--- config.mk ---
export PLATFORM = sky130hd
export DESIGN_NAME = istisna_denetleyici_flat
export DESIGN_NICKNAME = d
export VERILOG_FILES = /design/src/rtl/istisna_denetleyici_pkg.sv /design/src/rtl/istisna_denetleyici_if.sv /design/src/rtl/istisna_denetleyici.sv /design/src/flat_wrapper.sv
export SDC_FILE = /design/constraint.sdc
export NUM_CORES = 1
export LEC_CHECK = 0
export CORE_MARGIN = 2
export CORE_UTILIZATION = 45
export DETAILED_ROUTE_END_ITERATION = 10
export GPL_ROUTABILITY_DRIVEN = 0
export PLACE_DENSITY = 0.84
export SETUP_SLACK_MARGIN = 0.05
export SYNTH_ARGS = -nofsm -noshare
export SYNTH_HDL_FRONTEND = slang
export SYNTH_SLANG_ARGS = --single-unit
--- constraint.sdc ---
create_clock -name clk_i -period 4.1 [get_ports clk_i]
set_input_delay 0.41 -clock clk_i [delete_from_list [all_inputs] [get_ports clk_i]]
set_output_delay 0.41 -clock clk_i [all_outputs]
set_load 0.01 [all_outputs]
--- src/rtl/istisna_denetleyici_pkg.sv ---
// Shared constants and FSM state type for the machine-mode trap sequencer.
// Holds the CSR addresses, mstatus bit positions, cause codes and state encodings.
package istisna_denetleyici_pkg;

    localparam logic [11:0] CSR_MSTATUS = 12'h300;
    localparam logic [11:0] CSR_MTVEC   = 12'h305;
    localparam logic [11:0] CSR_MEPC    = 12'h341;
    localparam logic [11:0] CSR_MCAUSE  = 12'h342;

    localparam int MSTATUS_MIE    = 3;
    localparam int MSTATUS_MPIE   = 7;
    localparam int MSTATUS_MPP_LO = 11;
    localparam int MSTATUS_MPP_HI = 12;

    localparam int KOD_ATLAMA_HIZA = 0;
    localparam int KOD_GECERSIZ    = 2;
    localparam int KOD_EBREAK      = 3;
    localparam int KOD_YUKLE_HIZA  = 4;
    localparam int KOD_SAKLA_HIZA  = 6;
    localparam int KOD_ECALL       = 11;

    typedef enum logic [2:0] {
        BOSTA     = 3'd0,
        EPC_YAZ   = 3'd1,
        CAUSE_YAZ = 3'd2,
        STAT_YAZ  = 3'd3,
        ATLA      = 3'd4,
        RET_YAZ   = 3'd5,
        RET_ATLA  = 3'd6
    } durum_t;

endpackage

--- src/rtl/istisna_denetleyici_if.sv ---
// Trap request, CSR read/write and fetch redirect signals of the trap sequencer.
// master is the sequencer side; slave is the pipeline / CSR unit side.
interface istisna_denetleyici_if #(
    parameter int KOD_W = 4
);
    logic             istisna_i;
    logic [KOD_W-1:0] istisna_kod_i;
    logic [30:0]      istisna_ps_i;
    logic             mret_i;
    logic [31:0]      mstatus_i;
    logic [31:0]      mtvec_i;
    logic [31:0]      mepc_i;
    logic             csr_yaz_o;
    logic [11:0]      csr_adr_o;
    logic [31:0]      csr_deger_o;
    logic             durdur_o;
    logic             bosalt_o;
    logic             yonlendir_o;
    logic [30:0]      yonlendir_ps_o;

    modport master (
        input  istisna_i, istisna_kod_i, istisna_ps_i, mret_i,
        input  mstatus_i, mtvec_i, mepc_i,
        output csr_yaz_o, csr_adr_o, csr_deger_o,
        output durdur_o, bosalt_o, yonlendir_o, yonlendir_ps_o
    );

    modport slave (
        output istisna_i, istisna_kod_i, istisna_ps_i, mret_i,
        output mstatus_i, mtvec_i, mepc_i,
        input  csr_yaz_o, csr_adr_o, csr_deger_o,
        input  durdur_o, bosalt_o, yonlendir_o, yonlendir_ps_o
    );

endinterface

--- src/rtl/istisna_denetleyici.sv ---
// Trap sequencer: writes mepc/mcause/mstatus on an exception, restores mstatus on
// mret, stalls the pipeline meanwhile and redirects fetch with a one-cycle flush.
module istisna_denetleyici
    import istisna_denetleyici_pkg::*;
#(
    parameter int         KOD_W      = 4,
    parameter logic [1:0] MPP_DEGERI = 2'b11
) (
    input logic                 clk_i,
    input logic                 rst_i,
    istisna_denetleyici_if.master bus
);

    durum_t           durum_q;
    durum_t           durum_d;
    logic [KOD_W-1:0] kod_q;
    logic [30:0]      ps_q;
    logic [31:0]      mstatus_q;
    logic [30:0]      hedef_q;
    logic [31:0]      stat_istisna;
    logic [31:0]      stat_donus;
    logic             kabul;
    logic             unused_bitler;

    assign kabul = (durum_q == BOSTA) && (bus.istisna_i || bus.mret_i);

    // mtvec mode bits and mepc[0] never reach the redirect target.
    assign unused_bitler = ^{bus.mtvec_i[1:0], bus.mepc_i[0]};

    // Target is latched one cycle before the jump so no input reaches an output.
    always_ff @(posedge clk_i) begin
        if (rst_i) begin
            durum_q   <= BOSTA;
            kod_q     <= '0;
            ps_q      <= '0;
            mstatus_q <= '0;
            hedef_q   <= '0;
        end else begin
            durum_q <= durum_d;
            if (kabul) begin
                kod_q     <= bus.istisna_kod_i;
                ps_q      <= bus.istisna_ps_i;
                mstatus_q <= bus.mstatus_i;
            end
            if (durum_q == STAT_YAZ) begin
                hedef_q <= {bus.mtvec_i[31:2], 1'b0};
            end else if (durum_q == RET_YAZ) begin
                hedef_q <= bus.mepc_i[31:1];
            end
        end
    end

    always_comb begin
        stat_istisna = mstatus_q;
        stat_istisna[MSTATUS_MPIE] = mstatus_q[MSTATUS_MIE];
        stat_istisna[MSTATUS_MIE]  = 1'b0;
        stat_istisna[MSTATUS_MPP_HI:MSTATUS_MPP_LO] = MPP_DEGERI;

        stat_donus = mstatus_q;
        stat_donus[MSTATUS_MIE]  = mstatus_q[MSTATUS_MPIE];
        stat_donus[MSTATUS_MPIE] = 1'b1;
    end

    always_comb begin
        durum_d            = durum_q;
        bus.csr_yaz_o      = 1'b0;
        bus.csr_adr_o      = '0;
        bus.csr_deger_o    = '0;
        bus.durdur_o       = 1'b1;
        bus.bosalt_o       = 1'b0;
        bus.yonlendir_o    = 1'b0;
        bus.yonlendir_ps_o = '0;
        unique case (durum_q)
            BOSTA: begin
                bus.durdur_o = 1'b0;
                if (bus.istisna_i) begin
                    durum_d = EPC_YAZ;
                end else if (bus.mret_i) begin
                    durum_d = RET_YAZ;
                end
            end
            EPC_YAZ: begin
                bus.csr_yaz_o   = 1'b1;
                bus.csr_adr_o   = CSR_MEPC;
                bus.csr_deger_o = {ps_q, 1'b0};
                durum_d         = CAUSE_YAZ;
            end
            CAUSE_YAZ: begin
                bus.csr_yaz_o   = 1'b1;
                bus.csr_adr_o   = CSR_MCAUSE;
                bus.csr_deger_o = 32'(kod_q);
                durum_d         = STAT_YAZ;
            end
            STAT_YAZ: begin
                bus.csr_yaz_o   = 1'b1;
                bus.csr_adr_o   = CSR_MSTATUS;
                bus.csr_deger_o = stat_istisna;
                durum_d         = ATLA;
            end
            ATLA: begin
                bus.bosalt_o       = 1'b1;
                bus.yonlendir_o    = 1'b1;
                bus.yonlendir_ps_o = hedef_q;
                durum_d            = BOSTA;
            end
            RET_YAZ: begin
                bus.csr_yaz_o   = 1'b1;
                bus.csr_adr_o   = CSR_MSTATUS;
                bus.csr_deger_o = stat_donus;
                durum_d         = RET_ATLA;
            end
            RET_ATLA: begin
                bus.bosalt_o       = 1'b1;
                bus.yonlendir_o    = 1'b1;
                bus.yonlendir_ps_o = hedef_q;
                durum_d            = BOSTA;
            end
            default: begin
                bus.durdur_o = 1'b0;
                durum_d      = BOSTA;
            end
        endcase
    end

endmodule

--- src/flat_wrapper.sv ---
// flat-port wrapper written by rule: the top's interface ports become plain ports
module istisna_denetleyici_flat import istisna_denetleyici_pkg::*;
#(
    parameter int         KOD_W      = 4,
    parameter logic [1:0] MPP_DEGERI = 2'b11
)
  (clk_i, rst_i, bus_istisna_i, bus_istisna_kod_i, bus_istisna_ps_i, bus_mret_i, bus_mstatus_i, bus_mtvec_i, bus_mepc_i, bus_csr_yaz_o, bus_csr_adr_o, bus_csr_deger_o, bus_durdur_o, bus_bosalt_o, bus_yonlendir_o, bus_yonlendir_ps_o);
  istisna_denetleyici_if #(.KOD_W(KOD_W)) bus_i ();
  input logic clk_i;
  input logic rst_i;
  input wire logic [$bits(bus_i.istisna_i)-1:0] bus_istisna_i;
  input wire logic [$bits(bus_i.istisna_kod_i)-1:0] bus_istisna_kod_i;
  input wire logic [$bits(bus_i.istisna_ps_i)-1:0] bus_istisna_ps_i;
  input wire logic [$bits(bus_i.mret_i)-1:0] bus_mret_i;
  input wire logic [$bits(bus_i.mstatus_i)-1:0] bus_mstatus_i;
  input wire logic [$bits(bus_i.mtvec_i)-1:0] bus_mtvec_i;
  input wire logic [$bits(bus_i.mepc_i)-1:0] bus_mepc_i;
  output wire logic [$bits(bus_i.csr_yaz_o)-1:0] bus_csr_yaz_o;
  output wire logic [$bits(bus_i.csr_adr_o)-1:0] bus_csr_adr_o;
  output wire logic [$bits(bus_i.csr_deger_o)-1:0] bus_csr_deger_o;
  output wire logic [$bits(bus_i.durdur_o)-1:0] bus_durdur_o;
  output wire logic [$bits(bus_i.bosalt_o)-1:0] bus_bosalt_o;
  output wire logic [$bits(bus_i.yonlendir_o)-1:0] bus_yonlendir_o;
  output wire logic [$bits(bus_i.yonlendir_ps_o)-1:0] bus_yonlendir_ps_o;
  assign bus_i.istisna_i = bus_istisna_i;
  assign bus_i.istisna_kod_i = bus_istisna_kod_i;
  assign bus_i.istisna_ps_i = bus_istisna_ps_i;
  assign bus_i.mret_i = bus_mret_i;
  assign bus_i.mstatus_i = bus_mstatus_i;
  assign bus_i.mtvec_i = bus_mtvec_i;
  assign bus_i.mepc_i = bus_mepc_i;
  assign bus_csr_yaz_o = bus_i.csr_yaz_o;
  assign bus_csr_adr_o = bus_i.csr_adr_o;
  assign bus_csr_deger_o = bus_i.csr_deger_o;
  assign bus_durdur_o = bus_i.durdur_o;
  assign bus_bosalt_o = bus_i.bosalt_o;
  assign bus_yonlendir_o = bus_i.yonlendir_o;
  assign bus_yonlendir_ps_o = bus_i.yonlendir_ps_o;
  istisna_denetleyici #(.KOD_W(KOD_W), .MPP_DEGERI(MPP_DEGERI)) u_core (.clk_i(clk_i), .rst_i(rst_i), .bus(bus_i));
endmodule
==> reports/results.ini, run 1 <==
[critical_path]
crit_path_end_kind = output port
critPathMaxFanout = 31
crit_type = reg2out
crit_arrival_ps = 2820
startpoint_type = register
required_ps = 3690

[synth]
synth_cell_type_count = 33
synth_top_area_share = 0.3678
yosys_warnings = 0
synth_seq_cells = 101
ys.flop_type = dfxtp_1
synth-seq-area-share = 0.3678
synth.area.top_cells = dfxtp_1, nand2b_1, mux2i_1
syn_area_per_cell_sq_um = 9.148
syn_area_sq_um = 5498
synth-edff-count = 0
yosysMostFrequentCell = nand2b_1
synthCells = 601
synth_common_cells = nand2b_1, dfxtp_1, mux2i_1
yosysTopAreaCell = dfxtp_1
async_flop_share = 0

[clock_tree]
postCtsResizedCells = 0
clk_pin_slew_ps = 60
cts_max_path_buffers = 2
cts_buffers = 9
clk_latency_ps = 340
clock-sinks = 101
h-tree-depth = 3
hold_buffers = 0
cts_tree = yes
cts_root_buf = clkbuf_16
postCtsSetupRepairBufs = 0

[timing]
rsz0062_at_grt = no
min_period_ps = 3229
fin_tns_setup_ps = 0
setup_viol = 0
setup_ws_ps = 870.6
whs_ps = 474.4
finalCritPeriodShare = 0.7877
relSlewSlack = 0.1533
drv_slew = 0
tightest_slew_ps = 1270
hold_viol_final = 0
finalClockSkew_ps = 5.730
fmax_mhz = 309.7

[global_route]
grt_pass1_vias = 4996
grt_pass1_wl_um = 24780
antenna_found_initial = 0
grt_max_degree = 169
overflow = 0
track_usage = 0.2346

[route]
drtPass1Iterations = 5
drt-initial-drc-count = 625
routedWlPerCell_um = 17.15
via_per_inst = 5.647
detail_route.wirelength_um = 15640
ant_nets = 0
vias = 5150
route.detailed.drc = 0

[cells_and_area]
insertedDiodeCount = 0
finalNetCount = 896
final_cells = 912
drive_above_1_share = 0.04183
area_delta_synth_final_pct = 40.44

[placed_design]
io_buffers = 203
dpl.hpwl_um = 10440
placedCellCount = 897
dp_slack_ps = 1265

[power_and_ir_drop]
leakagePower_uw = 0.002786
p_per_area_nw_per_um2 = 355.8
peakVddDrop_mv = 0.2094

[floorplanning]
die_w_um = 114.5
ios = 214
die_y_um = 114.5
dieArea_sq_um = 13120
start_util = 0.4596
num_rows = 40
core_sq_um = 11960

[hold_path]
worstHoldPathType = reg2reg

[run]
drv_cap = 0

[outcome]
status = completed

-- through the flow --
| step | area, sq um | utilization | power (uW) |
|---|---|---|---|
| 2_1_floorplan | 5520 | - | 1665 |
| 3_3_place_gp | 7442 | 0.6222 | 1923 |
| 3_5_place_dp | 7442 | 0.6222 | 1953 |
| 4_1_cts | 7721 | 0.6455 | 2771 |
| 5_1_grt | 7721 | 0.6455 | 2884 |
| 6_report | 7721 | 0.6455 | 2747 |
-- kinds of logic after synthesis --
family	Yosys count	share of synthesized area
AOI/OAI and AO/OA	131	0.1973
buffers and inverters	75	0.07055
DFF	101	0.3678
muxes	69	0.1256
other	1	0.0006821
and+or+nand+nor	224	0.2381
-- power by group --
group	total (uW)	internal, uW	switching, uW
clock	815	458	357
sequential	1160	1090	73.6
combinational	771	401	370
-- registers in the layout, summed over array words and instances (netlist names) --
signal,flops
u_core.durum_q,3
u_core.hedef_q,31
u_core.kod_q,4
u_core.mstatus_q,32
u_core.ps_q,31
-- worst max-delay path: stages (launching register included) --
cell             delay (ps)
dfxtp_1                 640
buf_4                   430
nor2b_1                 430
a21oi_1                 120
a31oi_1                 240
clkdlybuf4s50_1         590
-- per-layer routing --
layer / GRT usage / vias to the layer above / routed length [um]
li1: - / 2462 / -
met5: 0 / - / 0
met4: 0.08293 / 0 / 296
met1: 0.2897 / 2429 / 6578
met3: 0.07041 / 22 / 1475
met2: 0.3878 / 237 / 7288
-- final timing paths --
check	slack, ps	cells after the start	endpoint	startpoint
max	870	5	bus_csr_deger_o[3]	u_core.durum_q[0]$_SDFFE_PP0P_
min	470	2	u_core.ps_q[2]$_SDFFE_PP0P_	u_core.ps_q[2]$_SDFFE_PP0P_
max reg2reg	1480	4	u_core.hedef_q[23]$_SDFFE_PP0P_	u_core.durum_q[0]$_SDFFE_PP0P_
min reg2reg	470	2	u_core.ps_q[2]$_SDFFE_PP0P_	u_core.ps_q[2]$_SDFFE_PP0P_
-- cell type report --
class	count	area, sq um
Inverter	5	18.77
Tap cell	147	183.9
Clock inverter	1	5.005
Multi-Input combinational cell	431	3110
Sequential cell	101	2024
Clock buffer	14	274.0
Timing Repair Buffer	213	2105
Fill cell	1012	4240
-- cell usage in the layout, fill, tap and decap left out --
master / count
nor2_2: 1
nor2b_1: 1
dfxtp_1: 99
buf_4: 11
a21o_1: 1
clkbuf_8: 3
conb_1: 7
o22ai_1: 2
a21boi_2: 1
o211ai_1: 2
nand3_1: 6
o21ai_0: 2
inv_1: 3
a21oi_1: 2
or2_2: 1
nor4_4: 1
a31oi_1: 2
clkbuf_16: 9
mux2i_1: 69
dfxtp_2: 2
nand2_1: 6
or4b_1: 1
clkbuf_1: 2
inv_2: 2
a22o_1: 26
nand3b_1: 1
nor2_1: 36
clkdlybuf4s50_1: 202
o311a_1: 1
and2_1: 33
a2111oi_0: 1
a311oi_1: 1
a211oi_1: 30
nand2b_1: 137
clkinv_2: 1
o221ai_1: 60
No activity file was read; power rests on OpenSTA's default activity.
==> run 2, diff against run 1 <==
--- a/config.mk
+++ b/config.mk
@@ -6,10 +6,10 @@
 export NUM_CORES = 1
 export LEC_CHECK = 0
 export CORE_MARGIN = 2
-export CORE_UTILIZATION = 45
+export CORE_UTILIZATION = 40
 export DETAILED_ROUTE_END_ITERATION = 10
 export GPL_ROUTABILITY_DRIVEN = 0
-export PLACE_DENSITY = 0.84
+export PLACE_DENSITY = 0.79
 export SETUP_SLACK_MARGIN = 0.05
 export SYNTH_ARGS = -nofsm -noshare
 export SYNTH_HDL_FRONTEND = slang
==> constraint.sdc (replaced) <==
create_clock -name clk_i -period 2.86 [get_ports clk_i]
set_input_delay 0.286 -clock clk_i [delete_from_list [all_inputs] [get_ports clk_i]]
set_output_delay 0.286 -clock clk_i [all_outputs]
set_load 0.01 [all_outputs]
==> run 2 against run 1 <==
Compared with the run above: final cell count is 3.9% higher; sequential share of layout area shrank 0.39 points; first-iteration DRC count shrank 36%; global-route usage is 1.8 points lower; clock skew rose by 1.5 ps; setup slack lost 640 ps; via count is 0.56% lower; critical endpoint is now bus_durdur_o; largest power group unchanged.
==> reports/results.ini, run 2 (synthesized netlist as in run 1, its figures left out) <==
[cells_and_area]
top_register = u_core.mstatus_q  ; unchanged
final_common_cell = clkdlybuf4s50_1  ; unchanged
largestRegisters = u_core.mstatus_q x32, u_core.hedef_q x31, u_core.ps_q x31  ; unchanged
nFillCells = 1184  ; was 1012
largest_reg_flops = 32  ; unchanged
area_delta_synth_final_pct = 42.58  ; was 40.44%
finalNetCount = 901  ; was 896
drive_above_1_share = 0.04805  ; was 0.04183
mostFrequentLayoutCells = clkdlybuf4s50_1, nand2b_1, dfxtp_1  ; unchanged

[timing]
finalCritPeriodShare = 0.9185
relSlewSlack = 0.5743  ; was 0.1533
hold_viol_final = 0  ; unchanged
min_period_ps = 2627
finalClockSkew_ps = 7.226  ; was 5.730 ps
setup_viol = 0  ; unchanged
rsz0062_at_grt = no  ; unchanged
tightest_slew_ps = 638.6  ; was 1270 ps
fin_tns_setup_ps = 0  ; unchanged
fmax_mhz = 380.7
drv_slew = 0  ; unchanged

[global_route]
track_usage = 0.2167  ; was 0.2346
grt_max_degree = 87  ; was 169
antenna_found_initial = 1  ; was 0
overflow = 0  ; unchanged
grt_pass1_wl_um = 25380  ; was 24780 um
grt_pass1_vias = 5115  ; was 4996

[clock_tree]
postCtsResizedCells = 0  ; unchanged
cts_buffers = 9  ; unchanged
cts_tree = yes  ; unchanged
h-tree-depth = 3  ; unchanged
clk_latency_ps = 340  ; about the same
cts_root_buf = clkbuf_16  ; unchanged
postCtsSetupRepairBufs = 0  ; unchanged
clk_pin_slew_ps = 70  ; was 60 ps
hold_buffers = 0  ; unchanged
cts_max_path_buffers = 2  ; unchanged
clock-sinks = 101  ; unchanged

[hold_path]
worstHoldPathType = reg2reg  ; unchanged

[power_and_ir_drop]
peakVddDrop_mv = 0.2594  ; was 0.2094 mV
power_uw = 4012  ; was 2747 uW
p_per_area_nw_per_um2 = 511.8  ; was 355.8 nW/um^2
leakagePower_uw = 0.002819  ; was 0.002786 uW

[critical_path]
critPathMaxFanout = 33  ; was 31
r2r_end = u_core.hedef_q[16]$_SDFFE_PP0P_  ; was u_core.hedef_q[23]$_SDFFE_PP0P_
endpoint = bus_durdur_o  ; was bus_csr_deger_o[3]
startpoint_type = register  ; unchanged
reg2reg_slack_ps = 800  ; was 1480 ps
required_ps = 2570  ; was 3690 ps
crit_type = reg2out  ; unchanged
worstRegToRegCells = 5  ; was 4
crit_path_end_kind = output port  ; unchanged
cp-startpoint = u_core.durum_q[1]$_SDFFE_PP0P_  ; was u_core.durum_q[0]$_SDFFE_PP0P_
rr_startpoint = u_core.durum_q[1]$_SDFFE_PP0P_  ; was u_core.durum_q[0]$_SDFFE_PP0P_
crit_arrival_ps = 2340  ; was 2820 ps

[floorplanning]
core_sq_um = 13350  ; was 11960 sq um
num_rows = 42  ; was 40
die_w_um = 121.2  ; was 114.5 um
start_util = 0.4119  ; was 0.4596
dieArea_sq_um = 14700  ; was 13120 sq um
ios = 214  ; unchanged
die_y_um = 121.2  ; was 114.5 um

[route]
via_per_inst = 5.402  ; was 5.647
drtPass1Iterations = 5  ; unchanged
detail_route.wirelength_um = 16020  ; was 15640 um
route.detailed.drc = 0  ; unchanged
ant_nets = 0  ; unchanged
drt-initial-drc-count = 400  ; was 625
routedWlPerCell_um = 16.90  ; was 17.15 um
vias = 5121  ; was 5150

[placed_design]
io_buffers = 203  ; unchanged
dpl.hpwl_um = 10860  ; was 10440 um

[outcome]
status = completed  ; unchanged

[run]
drv_cap = 0  ; unchanged

[run 2: cell count changes in the layout (fill, tap and decap cells not counted)]
cell	change
clkinvlp_4	+1
diode_2	+2
clkbuf_8	-2
buf_12	+2
clkinv_4	+1
clkinv_2	-1
buf_4	+3
bufinv_16	+1
[run 2: layout make-up]
class                   instances  area (sq um)  area share
inverters                       5         18.77    0.002394
flip-flops and latches        101          2024      0.2583
well taps                     176         220.2     0.02809
repair buffers                218          2167      0.2765
clock buffers                  12         246.5     0.03144
multi-input cells             431          3110      0.3968
clock inverters                 3         46.29    0.005906
diodes                          2         5.005   0.0006385
[run 2: worst min path at each step]
stage / startpoint / endpoint / slack (ps) / cells after the start
finish: u_core.ps_q[15]$_SDFFE_PP0P_ / u_core.ps_q[15]$_SDFFE_PP0P_ / 470 / 2
global route: u_core.kod_q[2]$_SDFFE_PP0P_ / u_core.kod_q[2]$_SDFFE_PP0P_ / 490 / 2
CTS: u_core.ps_q[15]$_SDFFE_PP0P_ / u_core.ps_q[15]$_SDFFE_PP0P_ / 480 / 2
detailed placement: u_core.ps_q[15]$_SDFFE_PP0P_ / u_core.ps_q[15]$_SDFFE_PP0P_ / 470 / 2
global placement: u_core.ps_q[17]$_SDFFE_PP0P_ / u_core.ps_q[17]$_SDFFE_PP0P_ / 460 / 2
floorplan: bus_mstatus_i[4] / u_core.mstatus_q[4]$_SDFFE_PP0P_ / 440 / 2
[run 2: metrics by stage]
step / hold slack [ps] / worst slack (ps) / utilization / instance area [sq um] / std cells
after floorplan: 440.9 / 1263 / - / 5520 / 607
after global placement: 457.9 / 642.8 / 0.5650 / 7541 / 931
after detailed placement: 465.2 / 597.2 / 0.5650 / 7541 / 931
after CTS: 477.2 / 201.8 / 0.5869 / 7834 / 946
after global routing: 493.5 / 131.5 / 0.5871 / 7836 / 947
final: 472.7 / 233.0 / 0.5873 / 7839 / 948
[run 2: routing by layer]
metal | part of all wire | GRT usage | wire (um) | up-vias
li1 | - | - | - | 2477
met1 | 0.40 | 0.2551 | 6465 | 2387
met2 | 0.47 | 0.3634 | 7590 | 242
met3 | 0.11 | 0.07989 | 1765 | 15
met4 | 0.013 | 0.07399 | 201 | 0
met5 | 0 | 0 | 0 | -
[run 2: worst max-delay path: stages (launching register included)]
cell	delay, ps
dfxtp_2	470
nand2b_1	180
buf_4	350
nand2_1	190
or2_2	320
clkdlybuf4s50_1	480
[run 2: power breakdown]
part	internal, uW	total, uW	switching (uW)
logic	588	1130	538
registers	1560	1660	101
clock network	700	1230	527
total	2850	4010	1170
